`config.mk`:
```
export PLATFORM = sky130hd
export DESIGN_NAME = controller
export DESIGN_NICKNAME = d
export VERILOG_FILES = /design/src/rtl/controller.sv
export SDC_FILE = /design/constraint.sdc
export NUM_CORES = 1
export LEC_CHECK = 0
export CAP_MARGIN = 30
export CORE_AREA = 2 2 72 74
export CTS_BUF_LIST = sky130_fd_sc_hd__clkbuf_2
export DETAILED_ROUTE_END_ITERATION = 8
export DIE_AREA = 0 0 74 76
export PLACE_DENSITY = 0.55
export SKIP_CTS_REPAIR_TIMING = 1
export SLEW_MARGIN = 20
export SYNTH_ARGS = -nofsm -noshare
export SYNTH_HDL_FRONTEND = slang
export SYNTH_SLANG_ARGS = --single-unit
```
`constraint.sdc`:
```
create_clock -name clk -period 3.9 [get_ports clk]
set_input_delay 0.975 -clock clk [delete_from_list [all_inputs] [get_ports clk]]
set_output_delay 0.975 -clock clk [all_outputs]
set_load 0.02 [all_outputs]
```
`src/rtl/controller.sv`:
```
// controller: multicycle control unit for the 8-bit MIPS core.
// Moore FSM; the per-state control word is registered together with the
// state, so every output except pcen and alucontrol comes straight from flops.
// Optional feature: define CTRL_ADDI_EN to add the ADDIEX/ADDIWR states.
module controller (
    input  logic       clk,
    input  logic       reset,
    input  logic [5:0] op,
    input  logic [5:0] funct,
    input  logic       zero,
    output logic       memread,
    output logic       memwrite,
    output logic       alusrca,
    output logic [1:0] alusrcb,
    output logic       iord,
    output logic [3:0] irwrite,
    output logic       memtoreg,
    output logic       regdst,
    output logic       regwrite,
    output logic [1:0] pcsource,
    output logic       pcen,
    output logic [2:0] alucontrol
);

    localparam logic [5:0] OP_LB    = 6'b100000;
    localparam logic [5:0] OP_SB    = 6'b101000;
    localparam logic [5:0] OP_RTYPE = 6'b000000;
    localparam logic [5:0] OP_BEQ   = 6'b000100;
    localparam logic [5:0] OP_J     = 6'b000010;
`ifdef CTRL_ADDI_EN
    localparam logic [5:0] OP_ADDI  = 6'b001000;
`endif

    typedef enum logic [3:0] {
        FETCH1  = 4'd0,
        FETCH2  = 4'd1,
        FETCH3  = 4'd2,
        FETCH4  = 4'd3,
        DECODE  = 4'd4,
        MEMADR  = 4'd5,
        LBRD    = 4'd6,
        LBWR    = 4'd7,
        SBWR    = 4'd8,
        RTYPEEX = 4'd9,
        RTYPEWR = 4'd10,
        BEQEX   = 4'd11,
`ifdef CTRL_ADDI_EN
        JEX     = 4'd12,
        ADDIEX  = 4'd13,
        ADDIWR  = 4'd14
`else
        JEX     = 4'd12
`endif
    } state_t;

    // Control word for one state; pcwrite/branch/aluop are internal only.
    typedef struct packed {
        logic       memread;
        logic       memwrite;
        logic       alusrca;
        logic [1:0] alusrcb;
        logic       iord;
        logic [3:0] irwrite;
        logic       memtoreg;
        logic       regdst;
        logic       regwrite;
        logic [1:0] pcsource;
        logic       pcwrite;
        logic       branch;
        logic [1:0] aluop;
    } ctl_t;

    state_t r_state;
    ctl_t   r_ctl;
    ctl_t   w_ctl;

    // Successor of a state; op only matters in DECODE and MEMADR.
    function automatic state_t next_state(input state_t s, input logic [5:0] opc);
        state_t n;
        n = FETCH1;
        case (s)
            FETCH1:  n = FETCH2;
            FETCH2:  n = FETCH3;
            FETCH3:  n = FETCH4;
            FETCH4:  n = DECODE;
            DECODE: begin
                case (opc)
                    OP_LB, OP_SB: n = MEMADR;
                    OP_RTYPE:     n = RTYPEEX;
                    OP_BEQ:       n = BEQEX;
                    OP_J:         n = JEX;
`ifdef CTRL_ADDI_EN
                    OP_ADDI:      n = ADDIEX;
`endif
                    default:      n = FETCH1;
                endcase
            end
            MEMADR:  n = (opc == OP_LB) ? LBRD : SBWR;
            LBRD:    n = LBWR;
            RTYPEEX: n = RTYPEWR;
`ifdef CTRL_ADDI_EN
            ADDIEX:  n = ADDIWR;
`endif
            default: n = FETCH1;
        endcase
        return n;
    endfunction

    // Control word asserted while sitting in a state; unlisted fields stay 0.
    function automatic ctl_t state_ctl(input state_t s);
        ctl_t c;
        c = '0;
        case (s)
            FETCH1, FETCH2, FETCH3, FETCH4: begin
                c.memread = 1'b1;
                c.alusrcb = 2'b01;
                c.pcwrite = 1'b1;
                c.irwrite = 4'b0001 << s[1:0];
            end
            DECODE:  c.alusrcb = 2'b11;
            MEMADR: begin
                c.alusrca = 1'b1;
                c.alusrcb = 2'b10;
            end
            LBRD: begin
                c.memread = 1'b1;
                c.iord    = 1'b1;
            end
            LBWR: begin
                c.regwrite = 1'b1;
                c.memtoreg = 1'b1;
            end
            SBWR: begin
                c.memwrite = 1'b1;
                c.iord     = 1'b1;
            end
            RTYPEEX: begin
                c.alusrca = 1'b1;
                c.aluop   = 2'b10;
            end
            RTYPEWR: begin
                c.regwrite = 1'b1;
                c.regdst   = 1'b1;
            end
            BEQEX: begin
                c.alusrca  = 1'b1;
                c.aluop    = 2'b01;
                c.branch   = 1'b1;
                c.pcsource = 2'b01;
            end
            JEX: begin
                c.pcwrite  = 1'b1;
                c.pcsource = 2'b10;
            end
`ifdef CTRL_ADDI_EN
            ADDIEX: begin
                c.alusrca = 1'b1;
                c.alusrcb = 2'b10;
            end
            ADDIWR:  c.regwrite = 1'b1;
`endif
            default: c = '0;
        endcase
        return c;
    endfunction

    // ALU operation from aluop, decoding funct for R-type execution.
    function automatic logic [2:0] alu_decode(input logic [1:0] aop, input logic [5:0] fn);
        logic [2:0] a;
        a = 3'b010;
        case (aop)
            2'b01: a = 3'b110;
            2'b10: begin
                case (fn)
                    6'b100010: a = 3'b110;
                    6'b100100: a = 3'b000;
                    6'b100101: a = 3'b001;
                    6'b101010: a = 3'b111;
                    default:   a = 3'b010;
                endcase
            end
            default: a = 3'b010;
        endcase
        return a;
    endfunction

    // State register with the control word of the state being entered.
    // NOTE: non-blocking assignments keep state and control word updating
    // together from the same pre-edge values.
    always_ff @(posedge clk) begin
        if (reset) begin
            r_state <= FETCH1;
            r_ctl   <= state_ctl(FETCH1);
        end else begin
            r_state <= next_state(r_state, op);
            r_ctl   <= state_ctl(next_state(r_state, op));
        end
    end

    // Reset blanks every output immediately so an aborted instruction cannot
    // write memory or the register file during the reset cycle.
    assign w_ctl = reset ? '0 : r_ctl;

    assign memread    = w_ctl.memread;
    assign memwrite   = w_ctl.memwrite;
    assign alusrca    = w_ctl.alusrca;
    assign alusrcb    = w_ctl.alusrcb;
    assign iord       = w_ctl.iord;
    assign irwrite    = w_ctl.irwrite;
    assign memtoreg   = w_ctl.memtoreg;
    assign regdst     = w_ctl.regdst;
    assign regwrite   = w_ctl.regwrite;
    assign pcsource   = w_ctl.pcsource;
    assign pcen       = w_ctl.pcwrite | (w_ctl.branch & zero);
    assign alucontrol = reset ? 3'b000 : alu_decode(w_ctl.aluop, funct);

endmodule

```
==> impl_results.md, run 1 <==
- Clock-pin transition on the worst setup and hold timing paths: 200 ps
- Final HPWL DP: 1823 um
- Fin. Hold Viols: 0
- Area Growth Syn to Fin: 36.44%
- Reg2reg end: r_ctl[11]
- Status: finished clean
- Post-synth EDFFs: 0
- Post-DRT Antenna Nets: 0
- R2R Setup Slk: 2340 ps
- Pin count of the biggest net entering global routing: 25
- Post-synthesis cell count: 127
- Worst VDD drop: 0.08969 mV
- Drt first-iter violations: 57
- Vias per cell: 4.198
- Ys flop type: dfxtp_1
- Worst setup margin: 426.7 ps
- Via count: 974
- GP Congestion: 0.7861
- Post-synthesis sequential area ratio: 38.98%
- HP Class: reg -> reg
- Worst Setup SP: reset
- Post-synth top area share: 38.98%
- Number of synthesized register bits: 23
- Crit path capture: alucontrol[0]
- Maxcap violations: 0
- Crit path cell chain: clkdlybuf4s50_1 -> nand2b_1 -> inv_1 -> ha_1 -> nor4_1 -> dlymetal6s2s_1
- Setup Total Neg Slack: 0 ps
- Critical R2R Launch: r_state[1]
- Die Footprint: 0.005624 mm^2
- Critical Path RT: 2920 ps
- Crit Path Class: in -> out
- Upper clock frequency limit: 287.9 MHz
- Period utilisation layout: 89.06%
- Crit end category: output pin
- Reg2Reg Depth: 5
- Clk sinks: 23
- Die Y: 76 um
- Setup Viol. Count Final: 0
- Async SR Flop Fraction: 0%
- Avg WL per Cell: 10.37 um
- Netlist Area Pre-Place: 0.001181 mm^2
- First-pass GRT wire length: 4036 um
- Post-Syn Nets: 144
- Final WL: 2406 um
- Die width: 74 um
- Pwr Density: 274.5 mW/mm^2
- Clk buf depth: 2
- TritonCTS clock tree: done
- Worst-path maximum fanout: 4
- GR Overflow Total: 0
- N_diodes: 0
- Count leader, synth: dfxtp_1
- WHS: 656.2 ps
- CTS Buf Count: 3
- Commonest cells post-synth: 23 x dfxtp_1, 17 x nor2b_1, 16 x nor2_1
- Final nets: 180
- Yosys warning count: 0
- Total track usage: 8.940%
- Final Max Tran Viols: 0
- RSZ-0062 raised after global routing: no
- Crit path DAT: 2500 ps
- Row cnt: 26
- Core ar.: 0.004912 mm^2
- Worst Max-Slew Pin Slew: 397.8 ps
- Initial antenna violation count: 0
- Port bufs: 33
- Layout cell share with drive strength beyond 1: 15.43%
- Clk_skew: 3.082 ps
- Root Buffer: clkbuf_2
- Max_slew headroom: 73.33%
- Starting density of the core: 24.04%
- Pleak: 0.6447 nW
- Avg Cell Area, Syn: 9.300 um^2
- Synth area leaders: dfxtp_1 39%, nor2b_1 9.0%, nor2_1 5.1%, a21oi_4 2.8%, inv_1 2.2%
- I/O pin count: 34
- Worst skew pair latency: 320 ps
- Drt first pass iters: 4
- Crit-path max cell delay: 510 ps
- Unique cell type count in the Yosys netlist: 44
- Number of global-route vias before repair: 898
- # H-tree levels: 1
- Fin crit period: 3473 ps
- Final core occ: 32.81%
- Synth area leader: dfxtp_1
- DP Worst Slack: 4.727 ps
- CP max-delay cell: clkdlybuf4s50_1
- DR DRC count: 0
- CP Launch Type: input port
-- sequential cells by signal, summed over array words and instances, names as in the netlist --
signal	flops
r_ctl	19
r_state	4
-- area by class of cell --
| cell class | count | area [um^2] |
|---|---|---|
| sequential | 23 | 460.4 |
| fill | 523 | 3301 |
| multi-input combinational | 92 | 660.6 |
| tap | 70 | 87.58 |
| clock buffer | 4 | 20.02 |
| inverter | 8 | 30.03 |
| timing repair buffer | 35 | 352.8 |
-- critical path: cells and delay by family --
| family | cells | cell delay [ps] |
|---|---|---|
| fa+ha+maj | 1 | 300 |
| buf+inv | 3 | 820 |
| simple gates | 2 | 400 |
-- cells by family (layout without fill, tap and decap cells) --
family | Yosys count | after routing | share of synthesized area [%]
AOI/OAI and AO/OA | 23 | 23 | 16.95
xor gates and xnor gates | 2 | 2 | 1.483
DFF | 23 | 23 | 38.98
buffers and inverters | 12 | 47 | 5.085
and+or+nand+nor | 65 | 65 | 35.38
adders and majority gates | 2 | 2 | 2.118
-- per-stage QoR --
step | instances | cell area [um^2] | power [mW]
after floorplan | 127 | 1181 | 0.3137
after global placement | 228 | 1584 | 0.3524
after CTS | 232 | 1604 | 0.4456
after global routing | 232 | 1612 | 0.4658
final | 232 | 1612 | 0.4424
after detailed placement | 228 | 1584 | 0.3526
-- per-layer routing --
layer / vias to the layer above / part of all wire (%) / GRT usage, % / wire length, um
li1: 506 / - / - / -
met1: 447 / 51 / 12.68 / 1229
met2: 19 / 44 / 13.04 / 1065
met3: 2 / 3.5 / 1.720 / 85
met4: 0 / 1.0 / 3.818 / 25
met5: - / 0 / 0 / 0
-- worst min path at each step --
stage,from,end,slack [ps],cells after the start
after global placement,r_state[2],r_ctl[14],620,2
after CTS,r_state[2],r_ctl[14],660,2
after global routing,r_state[2],r_ctl[14],700,2
final,r_state[2],r_ctl[14],660,2
after detailed placement,r_state[2],r_ctl[14],610,2
after floorplan,r_state[2],r_ctl[14],550,2
-- report_power, final --
| part | total [mW] | internal, mW | switching, mW |
|---|---|---|---|
| registers | 0.250 | 0.244 | 0.00597 |
| logic | 0.0965 | 0.0464 | 0.0501 |
| clock network | 0.0954 | 0.0271 | 0.0683 |
| total | 0.442 | 0.318 | 0.124 |
-- cell usage in the layout, fill, tap and decap left out, drive strengths merged, types with 4 or more instances in the layout --
cell           count
clkdlybuf4s50     30
o21ai              4
nor2              16
nor3               6
dfxtp             23
clkbuf             4
inv                8
nor2b             19
a21oi              8
nand2              4
Power figures use the tool's default switching activity.
==> inputs of run 2 (changes only) <==
Settings changed: ABC_AREA set to 1, CORE_AREA 2 2 72 74 to 2 2 74 76, DIE_AREA 0 0 74 76 to 0 0 76 78, PLACE_DENSITY 0.55 to 0.54, SETUP_SLACK_MARGIN set to 0.1.
==> run 2 against run 1 <==
- via count rose by 19%
- sequential power barely moved
- maximum frequency fell by 0.66%
- design area rose by 5.0%
- global-route usage rose by 0.75 points
- first-iteration DRC count fell by 51%
- count of clock-buffer cells in the layout fell by 1
- critical path type unchanged
- critical endpoint unchanged
- highest routed layer unchanged
==> impl_results.md, run 2 <==
- Final nets: 236 (was 180)
- Worst VDD drop: 0.1061 mV (was 0.08969 mV)
- # H-tree levels: 1 (unchanged)
- Fin. Hold Viols: 0 (unchanged)
- Number of global-route vias before repair: 1,081 (was 898)
- Worst-path maximum fanout: 4 (unchanged)
- NetSw: 129.2 uW (was 124.4 uW)
- Post-synthesis cell count: 182 (was 127)
- Upper clock frequency limit: 286.0 MHz (was 287.9 MHz)
- GP Congestion: 0.7784 (was 0.7861)
- Post-DRT Antenna Nets: 0 (unchanged)
- DR DRC count: 0 (unchanged)
- Port bufs: 33 (unchanged)
- Root Buffer: clkbuf_2 (unchanged)
- CP Launch Type: input port (unchanged)
- WHS: 527.6 ps (was 656.2 ps)
- Layout cell share with drive strength beyond 1: 13.30% (was 15.43%)
- Avg WL per Cell: 9.236 um (was 10.37 um)
- Pleak: 0.7937 nW (was 0.6447 nW)
- Largest family of logic cells by synthesized area: simple AND/OR/NAND/NOR gates (unchanged)
- Clk_skew: 23.81 ps (was 3.082 ps)
- Clock power share: 22.3% (was 21.6%)
- CTS Buf Count: 3 (unchanged)
- Clk sinks: 23 (unchanged)
- Synth area leaders: dfxtp_1 37%, nor2_1 12%, inv_1 11%, nand2_1 6.3%, nand3_1 3.6% (was dfxtp_1 39%, nor2b_1 9.0%, nor2_1 5.1%, a21oi_4 2.8%, inv_1 2.2%)
- Avg Cell Area, Syn: 6.827 um^2 (was 9.300 um^2)
- Pwr Density: 256.8 mW/mm^2 (was 274.5 mW/mm^2)
- Fin crit period: 3496 ps (was 3473 ps)
- Pin count of the biggest net entering global routing: 32 (was 25)
- Most frequent cells in the layout: 40 x nor2_1, 37 x inv_1, 30 x clkdlybuf4s50_1 (was 30 x clkdlybuf4s50_1, 23 x dfxtp_1, 17 x nor2b_1)
- N_diodes: 0 (unchanged)
- Post-synthesis sequential area ratio: 37.06% (was 38.98%)
- Unique cell type count in the Yosys netlist: 24 (was 44)
- Final WL: 2660 um (was 2406 um)
- Crit end category: output pin (unchanged)
- Drt first pass iters: 3 (was 4)
- Via count: 1,162 (was 974)
- CP max-delay cell: clkdlybuf4s50_1 (unchanged)
- Final Max Tran Viols: 0 (unchanged)
- Starting density of the core: 24.64% (was 24.04%)
- Combinational power share: 20.7% (was 21.8%)
- HP Class: reg -> reg (unchanged)
- Period utilisation layout: 89.65% (was 89.06%)
- Final Non-Filler Cells: 288 (was 232)
- Clock-pin transition on the worst setup and hold timing paths: 230 ps (was 200 ps)
- Leading cell type in the layout, fill and taps excluded: nor2_1 (was clkdlybuf4s50_1)
- Netlist Area Pre-Place: 0.001242 mm^2 (was 0.001181 mm^2)
- Post-synthesis simple-gate area fraction: 40.99% (was 35.38%)
- P_int: 305.1 uW (was 318.0 uW)
- Drt first-iter violations: 28 (was 57)
- Commonest cells post-synth: 40 x nor2_1, 37 x inv_1, 23 x dfxtp_1 (was 23 x dfxtp_1, 17 x nor2b_1, 16 x nor2_1)
- Setup Viol. Count Final: 0 (unchanged)
- Async SR Flop Fraction: 0% (unchanged)
- Yosys warning count: 0 (unchanged)
- Clk buf depth: 2 (unchanged)
- Largest registers: r_ctl x19, r_state x4 (unchanged)
- Share of power burned in registers: 57.0% (was 56.6%)
- Synth Area in Compound Gates: 6.949% (was 16.95%)
- Die width: 76 um (was 74 um)
- Ys flop type: dfxtp_1 (unchanged)
- Post-synthesis xor/xnor area fraction: 0% (was 1.483%)
- Status: finished clean (unchanged)
- I/O pin count: 34 (unchanged)
- Power after layout: 434.4 uW (was 442.4 uW)
- Critical Path RT: 2920 ps (about the same)
- Number of synthesized register bits: 23 (unchanged)
- Maxcap violations: 0 (unchanged)
- Worst skew pair latency: 350 ps (was 320 ps)
- Initial antenna violation count: 0 (unchanged)
- Die Footprint: 0.005928 mm^2 (was 0.005624 mm^2)
- Crit path cell chain: clkdlybuf4s50_1 -> inv_1 -> nand2_1 -> inv_1 -> ha_1 -> nor2_1 -> nand2_1 -> a21oi_1 -> dlymetal6s2s_1 (was clkdlybuf4s50_1 -> nand2b_1 -> inv_1 -> ha_1 -> nor4_1 -> dlymetal6s2s_1)
- Area Growth Syn to Fin: 36.15% (was 36.44%)
- TritonCTS clock tree: done (unchanged)
- Crit Path Class: in -> out (unchanged)
- Worst Max-Slew Pin Slew: 322.0 ps (was 397.8 ps)
- Die Y: 78 um (was 76 um)
- Crit path DAT: 2520 ps (was 2500 ps)
- Setup Total Neg Slack: 0 ps (unchanged)
- Total track usage: 9.687% (was 8.940%)
- Final HPWL DP: 2103 um (was 1823 um)
- Count leader, synth: nor2_1 (was dfxtp_1)
- Largest Register: r_ctl (unchanged)
- Dpl cells: 284 (was 228)
- Vias per cell: 4.035 (was 4.198)
- Switching part of the total: 29.75% (was 28.11%)
- Synth area leader: dfxtp_1 (unchanged)
- Post-synth top area share: 37.06% (was 38.98%)
- Mux contribution to synthesized area: 0% (unchanged)
- First-pass GRT wire length: 4671 um (was 4036 um)
- Post-synth EDFFs: 0 (unchanged)
- Core ar.: 0.005042 mm^2 (was 0.004912 mm^2)
- Crit-path max cell delay: 490 ps (was 510 ps)
- Max_slew headroom: 78.54% (was 73.33%)
- Adder and majority gate portion of the synthesized area: 2.014% (was 2.119%)
- Post-Syn Nets: 199 (was 144)
- RSZ-0062 raised after global routing: no (unchanged)
- Row cnt: 26 (unchanged)
- Largest register FFs: 19 (unchanged)
- GR Overflow Total: 0 (unchanged)
## run 2: cell count changes in the layout (fill, tap and decap cells not counted), moves of 3 or more
cell	before	now
inv_1	7	37
nand2_1	4	21
nand2_2	0	5
nand3_1	2	9
nand3_2	1	4
nand4_1	2	7
nor2_1	16	40
nor2_2	0	5
nor2b_1	17	0
## run 2: logic make-up (layout without fill, tap and decap cells)
family          Yosys count  in the layout
simple gates            102            102
fa+ha+maj                 2              2
flops                    23             23
buf+inv                  43             79
compound gates           12             12
## run 2: worst max-delay path, delay by kind of cell
kind	cells	cell delay [ps]
buffers and inverters	4	870
and+or+nand+nor	3	290
adders and majority gates	1	280
AOI/OAI and AO/OA	1	110
## run 2: metrics by stage
stage,cell area [um^2],setup WS [ps],utilization [%]
2_1_floorplan,1242,928.6,-
3_3_place_gp,1664,19.55,33.00
3_5_place_dp,1664,5.783,33.00
4_1_cts,1684,-3.488,33.40
5_1_grt,1692,262.2,33.55
6_report,1692,403.6,33.55
## run 2: power by group through the flow
| stage | clock network [mW] | registers (mW) | logic, mW |
|---|---|---|---|
| floorplan | 0 | 0.252 | 0.0531 |
| global placement | 0 | 0.252 | 0.0905 |
| detailed placement | 0 | 0.252 | 0.0906 |
| CTS | 0.101 | 0.248 | 0.0909 |
| global route | 0.114 | 0.249 | 0.0996 |
| finish | 0.0970 | 0.248 | 0.0897 |
## run 2: metal layers
| metal | global-route usage (%) | part of all wire, % | vias to the layer above | wire [um] |
|---|---|---|---|---|
| met3 | 2.558 | 3.3 | 5 | 88 |
| li1 | - | - | 630 | - |
| met2 | 16.52 | 46 | 15 | 1235 |
| met5 | 0 | 0 | - | 0 |
| met1 | 11.64 | 49 | 512 | 1295 |
| met4 | 3.818 | 1.5 | 0 | 40 |
## run 2: path summary, 6_finish.rpt
check / start / end / slack [ps] / depth (start not counted)
max: reset / alucontrol[0] / 400 / 9
min: r_state[0] / r_ctl[13] / 530 / 2
max reg2reg: r_state[2] / r_ctl[0] / 2510 / 6
min reg2reg: r_state[0] / r_ctl[13] / 530 / 2
## run 2: area by class of cell
cell class / instances / area [um^2]
fill: 559 / 3351
multi-input combinational: 116 / 620.6
sequential: 23 / 460.4
timing repair buffer: 35 / 352.8
inverter: 40 / 150.1
tap: 70 / 87.58
clock buffer: 3 / 15.01
clock inverter: 1 / 5.005
==> inputs of run 3 (changes only) <==
Settings changed: PLACE_DENSITY 0.54 to not set.
==> run 3 against run 2 <==
- design area stayed put
- cell count stayed put
- die area stayed put
- via count is 2.3% lower
- sequential power hardly changed
- non-clock buffer count stayed put
- critical endpoint unchanged
- flip-flop and latch count stayed put
- clock skew is 22 ps lower
==> impl_results.md, run 3 (same netlist as run 2, synthesis figures left out) <==
- Status: finished clean (unchanged)
- Crit path DAT: 2520 ps (about the same)
- Clock-pin transition on the worst setup and hold timing paths: 200 ps (was 230 ps)
- Avg WL per Cell: 8.969 um (was 9.236 um)
- Drt first-iter violations: 55 (was 28)
- Max_slew headroom: 78.92% (was 78.54%)
- Largest register FFs: 19 (unchanged)
- Area Growth Syn to Fin: 36.15% (unchanged)
- Root Buffer: clkbuf_2 (unchanged)
- Layout cell share with drive strength beyond 1: 13.30% (unchanged)
- Fin. Hold Viols: 0 (unchanged)
- Worst-path maximum fanout: 4 (unchanged)
- Die Footprint: 0.005928 mm^2 (unchanged)
- Crit-path max cell delay: 490 ps (about the same)
- Dpl cell area: 0.001664 mm^2 (unchanged)
- Critical hold path startpoint: r_state[0] (unchanged)
- Largest registers: r_ctl x19, r_state x4 (unchanged)
- Period utilisation layout: 89.52% (was 89.65%)
- Final Max Tran Viols: 0 (unchanged)
- Total track usage: 9.189% (was 9.687%)
- Register Area: 460.4 um^2 (unchanged)
- CP max-delay cell: clkdlybuf4s50_1 (unchanged)
- TritonCTS clock tree: done (unchanged)
- Leading cell type in the layout, fill and taps excluded: nor2_1 (unchanged)
- Dpl cells: 284 (unchanged)
- Post-route cell area: 0.001692 mm^2 (unchanged)
- Final nets: 236 (unchanged)
- Port bufs: 33 (unchanged)
- Initial antenna violation count: 0 (unchanged)
- FILL cells: 550 (was 559)
- Worst skew pair latency: 330 ps (was 350 ps)
- GP Congestion: 0.8013 (was 0.7784)
- Critical Path RT: 2920 ps (about the same)
- Number of global-route vias before repair: 1,096 (was 1,081)
- Final Non-Filler Cells: 288 (unchanged)
- CP Launch Type: input port (unchanged)
- GR Overflow Total: 0 (unchanged)
- Maxcap violations: 0 (unchanged)
- Crit path cell chain: clkdlybuf4s50_1 -> inv_1 -> nand2_1 -> inv_1 -> ha_1 -> nor2_1 -> nand2_1 -> a21oi_1 -> dlymetal6s2s_1 (unchanged)
- Fin crit period: 3491 ps (was 3496 ps)
- Largest Register: r_ctl (unchanged)
- I/O pin count: 34 (unchanged)
- Row cnt: 26 (unchanged)
- Setup Viol. Count Final: 0 (unchanged)
- Critical R2R Launch: r_state[2] (unchanged)
- Most frequent cells in the layout: 40 x nor2_1, 37 x inv_1, 30 x clkdlybuf4s50_1 (unchanged)
- Die width: 76 um (unchanged)
- Final WL: 2583 um (was 2660 um)
- Power after layout: 429.7 uW (was 434.4 uW)
- RSZ-0062 raised after global routing: no (unchanged)
- Worst Max-Slew Pin Slew: 316.2 ps (was 322.0 ps)
- Vias per cell: 3.941 (was 4.035)
- CTS Buf Count: 3 (unchanged)
- Core ar.: 0.005042 mm^2 (unchanged)
- DP Worst Slack: 37.22 ps (was 5.783 ps)
- First-pass GRT wire length: 4574 um (was 4671 um)
- Footprint of the multi-input gates: 620.6 um^2 (unchanged)
- Final core occ: 33.55% (unchanged)
- Post-DRT Antenna Nets: 0 (unchanged)
- HP Class: reg -> reg (unchanged)
- Clk sinks: 23 (unchanged)
- Worst setup margin: 408.7 ps (was 403.6 ps)
- Crit end category: output pin (unchanged)
- # H-tree levels: 1 (unchanged)
- Clk buf depth: 2 (unchanged)
- Pin count of the biggest net entering global routing: 32 (unchanged)
- Upper clock frequency limit: 286.4 MHz (was 286.0 MHz)
- DR DRC count: 0 (unchanged)
- Worst Setup SP: reset (unchanged)
- Drt first pass iters: 4 (was 3)
- Pwr Density: 254.0 mW/mm^2 (was 256.8 mW/mm^2)
- Pleak: 0.7937 nW (unchanged)
- Via count: 1,135 (was 1,162)
- N_diodes: 0 (unchanged)
- Crit Path Class: in -> out (unchanged)
- Final HPWL DP: 2063 um (was 2103 um)
- Setup Total Neg Slack: 0 ps (unchanged)
- WHS: 559.8 ps (was 527.6 ps)
- Starting density of the core: 24.64% (unchanged)
- Die Y: 78 um (unchanged)
- Clk_skew: 1.571 ps (was 23.81 ps)
- Worst VDD drop: 0.1619 mV (was 0.1061 mV)
==> run 3: cell counts in the layout (fill, tap and decap cells not counted) <==
Identical to the previous run, type by type.
==> run 3: layer usage <==
| metal | vias to the layer above | part of all wire [%] | track usage [%] |
|---|---|---|---|
| li1 | 629 | - | - |
| met1 | 482 | 51 | 11.21 |
| met2 | 22 | 45 | 16.16 |
| met3 | 2 | 4.1 | 2.442 |
| met4 | 0 | 0.54 | 2.182 |
| met5 | - | 0 | 0 |
==> run 3: power breakdown <==
part	switching (mW)	total [mW]	internal (mW)
sequential	0.00421	0.248	0.243
clock	0.0688	0.0921	0.0232
combinational	0.0517	0.0901	0.0385
==> run 3: cell type report <==
cell class,instances,area share (%)
inverter,40,8.876
sequential,23,27.22
timing repair buffer,35,20.86
clock buffer,3,0.8876
tap,70,5.178
multi-input combinational,116,36.69
clock inverter,1,0.2959
==> run 3: critical path, delay by kind of cell <==
| kind | cells | cell delay (ps) |
|---|---|---|
| AOI/OAI and AO/OA | 1 | 110 |
| adders and majority gates | 1 | 290 |
| buffers and inverters | 4 | 860 |
| and+or+nand+nor | 3 | 280 |
==> run 3: worst paths after layout <==
kind	endpoint	slack [ps]	cells after the start
max reg2reg	r_ctl[12]	2550	6
min	r_ctl[13]	560	2
max	alucontrol[0]	410	9
min reg2reg	r_ctl[13]	560	2
